## src/rtl/seg_pkg.sv

```systemverilog
// Shared types for the segmentation argmax stream: score type, FSM encoding and defaults.
// Optional build macro used by the block: SEG_CONFIDENCE_EN (adds the m_margin output).
package seg_pkg;

    localparam int SEG_SCORE_W      = 16;
    localparam int SEG_IGNORE_LABEL = 255;

    typedef logic signed [SEG_SCORE_W-1:0] score_t;

    typedef enum logic [1:0] {
        ST_IDLE  = 2'd0,
        ST_RUN   = 2'd1,
        ST_FLUSH = 2'd2
    } state_t;

    // Counter/index width for a range of n values; never narrower than one bit.
    function automatic int clog2_min1(input int n);
        return (n > 1) ? $clog2(n) : 1;
    endfunction

endpackage

```

## src/rtl/seg_lane_max.sv

```systemverilog
// Combinational signed max across the lanes of one input beat; lowest lane wins ties.
// With SEG_CONFIDENCE_EN defined it also returns the second-best score of the beat.
module seg_lane_max
    import seg_pkg::*;
#(
    parameter int LANES   = 3,
    parameter int SCORE_W = 16,
    parameter int LANE_W  = 2
) (
    input  logic [LANES*SCORE_W-1:0]  data,
    output logic signed [SCORE_W-1:0] best,
    output logic [LANE_W-1:0]         best_lane
`ifdef SEG_CONFIDENCE_EN
    ,
    output logic signed [SCORE_W-1:0] second
`endif
);

    logic signed [SCORE_W-1:0] lane;

    // NOTE: every output gets a value before the loop so no path leaves one unassigned (no latch).
    always_comb begin
        best      = data[SCORE_W-1:0];
        best_lane = '0;
        lane      = '0;
`ifdef SEG_CONFIDENCE_EN
        second    = {1'b1, {(SCORE_W-1){1'b0}}};
`endif
        for (int i = 1; i < LANES; i++) begin
            lane = data[i*SCORE_W +: SCORE_W];
            if (lane > best) begin
`ifdef SEG_CONFIDENCE_EN
                second = best;
`endif
                best      = lane;
                best_lane = LANE_W'(i);
            end
`ifdef SEG_CONFIDENCE_EN
            else if (lane > second) begin
                second = lane;
            end
`endif
        end
    end

endmodule

```

## src/rtl/seg_argmax_stream.sv

```systemverilog
// Streaming per-pixel argmax over class scores with a confidence threshold and a one-label output register.
// Optional build macro: SEG_CONFIDENCE_EN adds m_margin (winning minus runner-up score).
module seg_argmax_stream
    import seg_pkg::*;
#(
    parameter int NUM_CLASSES  = 21,
    parameter int LANES        = 3,
    parameter int SCORE_W      = 16,
    parameter int NUM_PIXELS   = 50176,
    parameter int LABEL_W      = 8,
    parameter int IGNORE_LABEL = SEG_IGNORE_LABEL
) (
    input  logic                      clk,
    input  logic                      rst_n,
    input  logic                      start,
    input  logic signed [SCORE_W-1:0] thresh,
    input  logic                      s_valid,
    output logic                      s_ready,
    input  logic [LANES*SCORE_W-1:0]  s_data,
    output logic                      m_valid,
    input  logic                      m_ready,
    output logic [LABEL_W-1:0]        m_label,
    output logic                      m_last,
`ifdef SEG_CONFIDENCE_EN
    output logic [SCORE_W-1:0]        m_margin,
`endif
    output logic                      busy,
    output logic                      done
);

    localparam int BEATS  = NUM_CLASSES / LANES;
    localparam int BEAT_W = clog2_min1(BEATS);
    localparam int PIX_W  = clog2_min1(NUM_PIXELS);
    localparam int LANE_W = clog2_min1(LANES);

    localparam logic [BEAT_W-1:0] LAST_BEAT = BEAT_W'(BEATS - 1);
    localparam logic [PIX_W-1:0]  LAST_PIX  = PIX_W'(NUM_PIXELS - 1);

    state_t                    state_q, state_d;
    logic [BEAT_W-1:0]         beat_q, beat_d;
    logic [PIX_W-1:0]          pix_q, pix_d;
    logic signed [SCORE_W-1:0] thresh_q, thresh_d;
    logic signed [SCORE_W-1:0] max_q, max_d;
    logic [LABEL_W-1:0]        idx_q, idx_d;
    logic                      m_valid_q, m_valid_d;
    logic [LABEL_W-1:0]        m_label_q, m_label_d;
    logic                      m_last_q, m_last_d;

    logic signed [SCORE_W-1:0] lane_best;
    logic [LANE_W-1:0]         lane_idx;
    logic                      final_beat, accept, take;
    logic signed [SCORE_W-1:0] upd_max;
    logic [LABEL_W-1:0]        upd_idx;

`ifdef SEG_CONFIDENCE_EN
    logic signed [SCORE_W-1:0] sec_q, sec_d;
    logic [SCORE_W-1:0]        m_margin_q, m_margin_d;
    logic signed [SCORE_W-1:0] lane_sec;
    logic signed [SCORE_W-1:0] upd_sec;
    logic signed [SCORE_W:0]   diff;
    logic [SCORE_W-1:0]        margin;
`endif

    seg_lane_max #(
        .LANES   (LANES),
        .SCORE_W (SCORE_W),
        .LANE_W  (LANE_W)
    ) u_lane_max (
        .data      (s_data),
        .best      (lane_best),
        .best_lane (lane_idx)
`ifdef SEG_CONFIDENCE_EN
        ,
        .second    (lane_sec)
`endif
    );

    assign final_beat = (beat_q == LAST_BEAT);
    // Only the final beat can stall: it is the one that must write the occupied output register.
    assign s_ready    = (state_q == ST_RUN) && !(final_beat && m_valid_q && !m_ready);
    assign accept     = s_valid && s_ready;
    assign busy       = (state_q != ST_IDLE);
    assign done       = (state_q == ST_FLUSH) && m_valid_q && m_ready;

    assign m_valid = m_valid_q;
    assign m_label = m_label_q;
    assign m_last  = m_last_q;

    // Running max: the first beat of a pixel reloads it; later beats need a strictly greater score.
    always_comb begin
        take    = (beat_q == '0) || (lane_best > max_q);
        upd_max = take ? lane_best : max_q;
        upd_idx = take ? LABEL_W'(int'(beat_q) * LANES + int'(lane_idx)) : idx_q;
    end

`ifdef SEG_CONFIDENCE_EN
    always_comb begin
        if (beat_q == '0) begin
            upd_sec = lane_sec;
        end else if (take) begin
            upd_sec = (max_q > lane_sec) ? max_q : lane_sec;
        end else begin
            upd_sec = (sec_q > lane_best) ? sec_q : lane_best;
        end
        diff   = (SCORE_W+1)'(upd_max) - (SCORE_W+1)'(upd_sec);
        margin = diff[SCORE_W] ? '1 : diff[SCORE_W-1:0];
    end

    assign m_margin = m_margin_q;
`endif

    always_comb begin
        state_d   = state_q;
        beat_d    = beat_q;
        pix_d     = pix_q;
        thresh_d  = thresh_q;
        max_d     = max_q;
        idx_d     = idx_q;
        m_valid_d = m_valid_q;
        m_label_d = m_label_q;
        m_last_d  = m_last_q;
`ifdef SEG_CONFIDENCE_EN
        sec_d      = sec_q;
        m_margin_d = m_margin_q;
`endif

        if (m_valid_q && m_ready) begin
            m_valid_d = 1'b0;
        end

        case (state_q)
            ST_IDLE: begin
                if (start) begin
                    state_d  = ST_RUN;
                    beat_d   = '0;
                    pix_d    = '0;
                    thresh_d = thresh;
                end
            end
            ST_RUN: begin
                if (accept) begin
                    max_d = upd_max;
                    idx_d = upd_idx;
`ifdef SEG_CONFIDENCE_EN
                    sec_d = upd_sec;
`endif
                    if (final_beat) begin
                        beat_d    = '0;
                        m_valid_d = 1'b1;
                        m_label_d = (upd_max < thresh_q) ? LABEL_W'(IGNORE_LABEL) : upd_idx;
                        m_last_d  = (pix_q == LAST_PIX);
`ifdef SEG_CONFIDENCE_EN
                        m_margin_d = margin;
`endif
                        if (pix_q == LAST_PIX) begin
                            state_d = ST_FLUSH;
                            pix_d   = '0;
                        end else begin
                            pix_d = pix_q + 1'b1;
                        end
                    end else begin
                        beat_d = beat_q + 1'b1;
                    end
                end
            end
            ST_FLUSH: begin
                if (m_valid_q && m_ready) begin
                    state_d = ST_IDLE;
                end
            end
            default: state_d = ST_IDLE;
        endcase
    end

    // NOTE: state registers use non-blocking assignments so every flop samples pre-edge values.
    always_ff @(posedge clk or negedge rst_n) begin
        if (!rst_n) begin
            state_q   <= ST_IDLE;
            beat_q    <= '0;
            pix_q     <= '0;
            thresh_q  <= '0;
            max_q     <= '0;
            idx_q     <= '0;
            m_valid_q <= 1'b0;
            m_label_q <= '0;
            m_last_q  <= 1'b0;
`ifdef SEG_CONFIDENCE_EN
            sec_q      <= '0;
            m_margin_q <= '0;
`endif
        end else begin
            state_q   <= state_d;
            beat_q    <= beat_d;
            pix_q     <= pix_d;
            thresh_q  <= thresh_d;
            max_q     <= max_d;
            idx_q     <= idx_d;
            m_valid_q <= m_valid_d;
            m_label_q <= m_label_d;
            m_last_q  <= m_last_d;
`ifdef SEG_CONFIDENCE_EN
            sec_q      <= sec_d;
            m_margin_q <= m_margin_d;
`endif
        end
    end

endmodule

```

## config.mk

```make
export PLATFORM = sky130hd
export DESIGN_NAME = seg_argmax_stream
export DESIGN_NICKNAME = d
export VERILOG_FILES = /design/src/rtl/seg_pkg.sv /design/src/rtl/seg_lane_max.sv /design/src/rtl/seg_argmax_stream.sv
export SDC_FILE = /design/constraint.sdc
export NUM_CORES = 1
export LEC_CHECK = 0
export BUFFER_PORTS_ARGS = -buffer_cell sky130_fd_sc_hd__buf_4
export CAP_MARGIN = 5
export CORE_MARGIN = 4
export CORE_UTILIZATION = 50
export CTS_CLUSTER_DIAMETER = 120
export DETAILED_ROUTE_END_ITERATION = 6
export PLACE_DENSITY = 0.82
export SYNTH_ARGS = -nofsm -noshare
export SYNTH_HDL_FRONTEND = slang
export SYNTH_SLANG_ARGS = --single-unit
```

## constraint.sdc

```tcl
create_clock -name clk -period 5 [get_ports clk]
set_input_delay 1 -clock clk [delete_from_list [all_inputs] [get_ports clk]]
set_output_delay 1 -clock clk [all_outputs]
set_load 0.01 [all_outputs]
```

-- Word level (Yosys, flattened, before mapping)
Index checks and enable logic that the tools add are counted.
- $lt $le $gt $ge: 4
- add/sub/neg operators: 3
- reduce and logical (&&, ||, !) cells: 20
- equality and inequality tests: 9
- mux-type cells: 26
- multiply operators: 1
- operator list (operator ; number):
    16-bit two-way mux ; 7
    16-bit greater-than comparator ; 3
    16-bit case mux with 2 select lines ; 1
    16-bit by 1-bit adder with 16-bit output, second input constant ; 1
    16-bit == test, second input constant ; 1
    16-bit less-than comparator ; 1
    8-bit two-way mux ; 2
    2-bit two-way mux ; 6
    3-bit two-way mux ; 3
    1-bit logical AND ; 7
    5-bit by 2-bit adder with 6-bit output ; 1
    2-bit inequality test, second input constant ; 3
    2-bit case mux with 3 select lines ; 1
    3-bit case mux with 2 select lines ; 1
    3-bit AND reduction ; 2
    3-bit by 2-bit multiplier with 5-bit output, second input constant ; 1
    1-bit two-way mux ; 5
    5-bit AND reduction ; 1
    2-bit by 1-bit inequality test with 1-bit output, second input constant ; 2
    2-bit AND reduction ; 2
    4-bit AND reduction ; 1
    2-bit nonzero test ; 2
    3-bit by 1-bit adder with 3-bit output, second input constant ; 1
    3-bit == test, second input constant ; 1
    other kinds (6) ; 7
- bits of input ports: 69
- logic and storage cells: 72
- output and inout port bits: 13
- register bits: 71

-- Depth between registers and ports, before layout
- word-level depth: 9
- depth in mapped cells: 37
- mapped depth without buffers: 33

-- By module
A second synthesis with hierarchy kept.
- cells, all modules: 641
- area, all modules: 5730.5 um^2
- modules (own cells, without submodules) (module ; sequential area each (um^2) ; area an instance (um^2) ; cells an instance ; times used):
    seg_argmax_stream ; 1776.7 ; 4284.1 ; 440 ; 1
    seg_lane_max ; 0.0 ; 1446.4 ; 201 ; 1

-- Worst setup path after synthesis
No wires, ideal clock.
- path type: input -> register
- start: input port s_data[15]
- end: register m_label_q[3] (netlist: m_label[3])
- buffers on the path: 4
- arrival time: 8.339 ns
- setup time: 0.132 ns
- stages: 36
- required time: 4.868 ns
- path slack: -3.471 ns
- cells stage by stage: inv_1 ha_1 nand4_2 nor3_1 a2111oi_0 nand4b_1 o211ai_1 buf_6 buf_4 mux2i_1 ha_1 nand4_1 nor4_1 a21boi_1 nor3_1 mux2i_1 buf_2 mux2i_1 ha_1 and4_1 a221o_1 a31oi_1 and4bb_1 nor2_1 nand2_1 clkbuf_1 mux2_2 ha_1 a21o_1 a21o_1 a211o_1 o21ai_0 and2_1 o211ai_1 a211oi_1 a211oi_2
- word-level cells in the longest chain between the ends: 9
- elaborated cells on any way between the ends: 13
- those cells by class: add/sub: 1; order compare: 4; mux: 7; reduce/logical: 1
- ends and longest elaborated chain (element ; line ; source):
    start: declaration ; seg_argmax_stream.sv:19 ; input logic [LANES*SCORE_W-1:0] s_data,
    16-bit greater-than comparator ; seg_lane_max.sv:31 ; if (lane > best) begin
    16-bit two-way mux (*) ; seg_lane_max.sv:31 ;
    16-bit greater-than comparator ; seg_lane_max.sv:31 ;
    16-bit two-way mux (*) ; seg_lane_max.sv:31 ;
    16-bit greater-than comparator ; seg_argmax_stream.sv:91 ; take = (beat_q == '0) || (lane_best > max_q);
    1-bit logical OR ; seg_argmax_stream.sv:91 ;
    16-bit two-way mux (*) ; seg_argmax_stream.sv:92 ; upd_max = take ? lane_best : max_q;
    via upd_max[5] ; seg_argmax_stream.sv:52 ; logic signed [SCORE_W-1:0] upd_max;
    16-bit less-than comparator (*) ; seg_argmax_stream.sv:150 ; m_label_d = (upd_max < thresh_q) ? LABEL_W'(IGNORE_LABEL) : upd_idx;
    8-bit two-way mux (*) ; seg_argmax_stream.sv:150 ;
    end signal: assignment ; seg_argmax_stream.sv:199 ; m_label_q <= m_label_d;
    end: declaration ; seg_argmax_stream.sv:46 ; logic [LABEL_W-1:0] m_label_q, m_label_d;
The timed path passes the listed nets; every way through them passes the cells marked *.
A chain may end at the register's enable or synchronous reset.

-- Worst setup path in the final report
- start: input port s_data[11]
- end: register m_label_q[0] (netlist: m_label[0])
Same word-level chain as after synthesis.

==> reports/qor.yml <==
critical_path:
  path_max_fanout: 5
  crit_path_end_kind: "flip-flop"
  arrival_ps: 8470
  crit_path_start_kind: "input pin"
  ff2ff_path_depth: 19
  crit_required_ps: 5250
  cp_slowest_cell: "o32ai_1"
  rrSetupSlack_ps: 660
  crit_type: "in2reg"
  worstReg2RegEnd: "m_label[0]"
  r2r_start: "max_q[15]"
  max_stage_delay_ps: 410
synth:
  synthTopCellsByArea: "dfrtp_1 (32%), ha_1 (16%), mux2_2 (6.3%), mux2i_1 (6.2%), inv_1 (5.2%)"
  synth_fp_nets: 742
  yosysTopAreaCell: "dfrtp_1"
  syn_avg_cell_area_um2: 9.19
  syn_inst: 599
  yosysSeqAreaShare_pct: 32.3
  synth_edf_count: 0
  netlist.area_leader.share_pct: 32.3
  ys.flop_type: "dfrtp_1"
  synthTopCellsByCount: "inv_1 (77), ha_1 (72), dfrtp_1 (71)"
  synthesis.area_um2: 5510
  yosysWarnings: 0
  async_reset_ff_share_pct: 100
  ys_ff_latch: 71
  yosysMostFrequentCell: "inv_1"
  synth_cell_types: 57
clock_network:
  cts-root-buf: "clkbuf_8"
  clock-sinks: 71
  cts_tree: "yes"
  htree_levels: 3
  clk_latency_ps: 370
  cts_max_path_buffers: 2
  path_clk_slew_ps: 80
  hold_buffers: 0
  cts_buffers: 9
detailed_routing:
  drt-pass1-iter-count: 5
  vias: 5429
  drc_errors: 0
  finalWirelength_mm: 18.4
  ant_nets: 0
  wl_per_cell_um: 19.7
  drt_iter0_markers: 418
  vias_per_cell: 5.80
timing:
  finalCritPeriodShare_pct: 164
  period_minus_slack_ps: 8220
  tightest_slew_ps: 890
  timing.final.ws_setup_ps: -3220
  finalHoldViolCount: 0
  final-setup-viol-count: 32
  rsz0062_at_grt: "yes"
  relSlewSlack_pct: 40.7
  fin_hold_ws_ps: 487
  slew_viol_final: 0
  clock.fmax_mhz: 122
  skew_ps: 13.6
global_routing:
  grtUsageTotal_pct: 27.7
  grt_pass1_vias: 5884
  grt_max_degree: 72
  overflow: 0
  grt_pass1_wl_mm: 28.4
  antenna_found_initial: 0
die:
  initial_core_util_pct: 51.0
  die_area_um2: 12800
  fp.dieH_um: 113
  core_um2: 10800
  num_io_pins: 82
  rows: 38
  die-width_um: 113
cells_and_area:
  layout-drive-gt1-share_pct: 43.3
  multi_input_area_um2: 4070
  final_cells: 936
  syn_to_final_growth_pct: 47.1
  nFillCells: 624
  layout.nets: 934
  ff_latch_area_um2: 1780
  insertedDiodeCount: 0
power:
  p_per_area_nw_per_um2: 456
  finalPower_mw: 3.69
  p_clk_share_pct: 11.6
  switching_share_pct: 41.2
  combPwrFrac_pct: 64.9
  p_leak_nw: 3.94
  p_switching_mw: 1.52
  seq_power_share_pct: 23.4
  ir_worst_vdd_mv: 0.220
  p_int_mw: 2.17
place:
  dp.cells: 885
  gp_congestion: 0.875
  hpwl_mm: 11.3
  numPortBuffers: 81
flow_run:
  drv_cap: 0
hold_path:
  hold_end: "m_last"
  hold_class: "reg2reg"
  hp-start: "m_last"
  hold_depth: 1
status:
  violations: "negative setup slack"
  outcome: "finished with violations"
cells in the final DEF (no fill, tap or decap), types with 4 or more instances in the layout:
cell      netlist  layout
a21o_1          9       9
a21oi_1        31      26
a21oi_2         0       5
a221oi_2        4       4
and3_1         11      11
buf_4           3     169
buf_6           1      21
clkbuf_8        0      11
dfrtp_1        71      71
ha_1           72      51
ha_4            0      20
inv_1          77      66
inv_2           0       7
inv_4           0       4
mux2_2         31      11
mux2_4          1      21
mux2i_1        34      11
mux2i_2         0      11
mux2i_4         0      12
nand2_1        49      46
nand2b_1        7       7
nand3_1        14      14
nand4_1        15      15
nor2_1         28      24
nor2b_1         9       9
nor3_1         10       6
nor3_2          1       4
o211ai_1        5       5
o21ai_0        47      40
o21ai_2         0       4
xor2_1          6       6
critical path: cells and delay by family:
family | cells | cell delay (ps)
compound gates | 16 | 3280
fa+ha+maj | 4 | 1000
buf+inv | 6 | 960
mux | 4 | 1200
simple gates | 7 | 1010
area by class of cell:
| type | instances | share of cell area [%] |
|---|---|---|
| clock inverter | 5 | 0.402 |
| tap | 140 | 2.16 |
| multi-input combinational | 436 | 50.2 |
| sequential | 71 | 21.9 |
| timing repair buffer | 195 | 19.6 |
| inverter | 78 | 3.74 |
| clock buffer | 11 | 1.87 |
registers in the layout (all words and copies together) (netlist names):
signal and cells:
pix_q 16, idx_q 8, thresh_q 16, m_label 8, m_valid 1, m_last 1
max_q 16, beat_q 3, state_q 2
worst max-delay path by stage:
stage | from | end | slack (ps) | cells after the start
6_report | s_data[11] | m_label[0] | -3220 | 37
5_1_grt | s_data[14] | m_label[0] | -3420 | 36
4_1_cts | s_data[31] | m_label[1] | -2700 | 35
3_5_place_dp | s_data[23] | m_label[1] | -3330 | 34
3_3_place_gp | s_data[21] | m_label[3] | -3070 | 34
2_1_floorplan | s_data[21] | m_label[0] | -2640 | 35
stage by stage:
| step | setup slack (ps) | instance area (µm²) | TNS (ps) | util [%] |
|---|---|---|---|---|
| final | -3220 | 8100 | -70950 | 75.0 |
| after global placement | -3070 | 7030 | -63870 | 65.2 |
| after global routing | -3420 | 8100 | -76120 | 75.0 |
| after floorplan | -2640 | 5720 | -55010 | - |
| after CTS | -2700 | 7880 | -51690 | 73.0 |
| after detailed placement | -3330 | 7030 | -70960 | 65.2 |
power by group through the flow:
| stage | clock network (mW) | registers, mW | logic [mW] |
|---|---|---|---|
| after floorplan | 0 | 0.837 | 1.17 |
| after global placement | 0 | 0.847 | 1.72 |
| after detailed placement | 0 | 0.857 | 1.81 |
| after CTS | 0.435 | 0.852 | 2.15 |
| after global routing | 0.460 | 0.883 | 2.55 |
| final | 0.430 | 0.865 | 2.40 |
layer usage:
metal	vias up	GRT usage (%)	wire length (µm)	share of wire, %
met5	-	0	0	0
met4	0	13.5	1000	5.4
met3	83	5.29	1020	5.6
met2	260	49.8	9160	50
met1	2572	31.4	7230	39
li1	2514	-	-	-
logic make-up after synthesis:
family                     Yosys count  synth area share (%)
AOI/OAI and AO/OA                  123                  14.4
and+or+nand+nor                    164                  15.4
buffers and inverters               93                  6.73
xor gates and xnor gates             7                  1.11
muxes                               67                  13.0
adders and majority gates           74                  17.1
DFF                                 71                  32.3
timing repair:
action / 4_1_cts / 5_1_grt
setup endpoints to repair: 32 / 32
pin swaps: 45 / 28
gates resized for setup: 104 / 27
gates cloned: 3 / 0
setup buffers: 22 / 11
(Power assumes the default switching activity.)
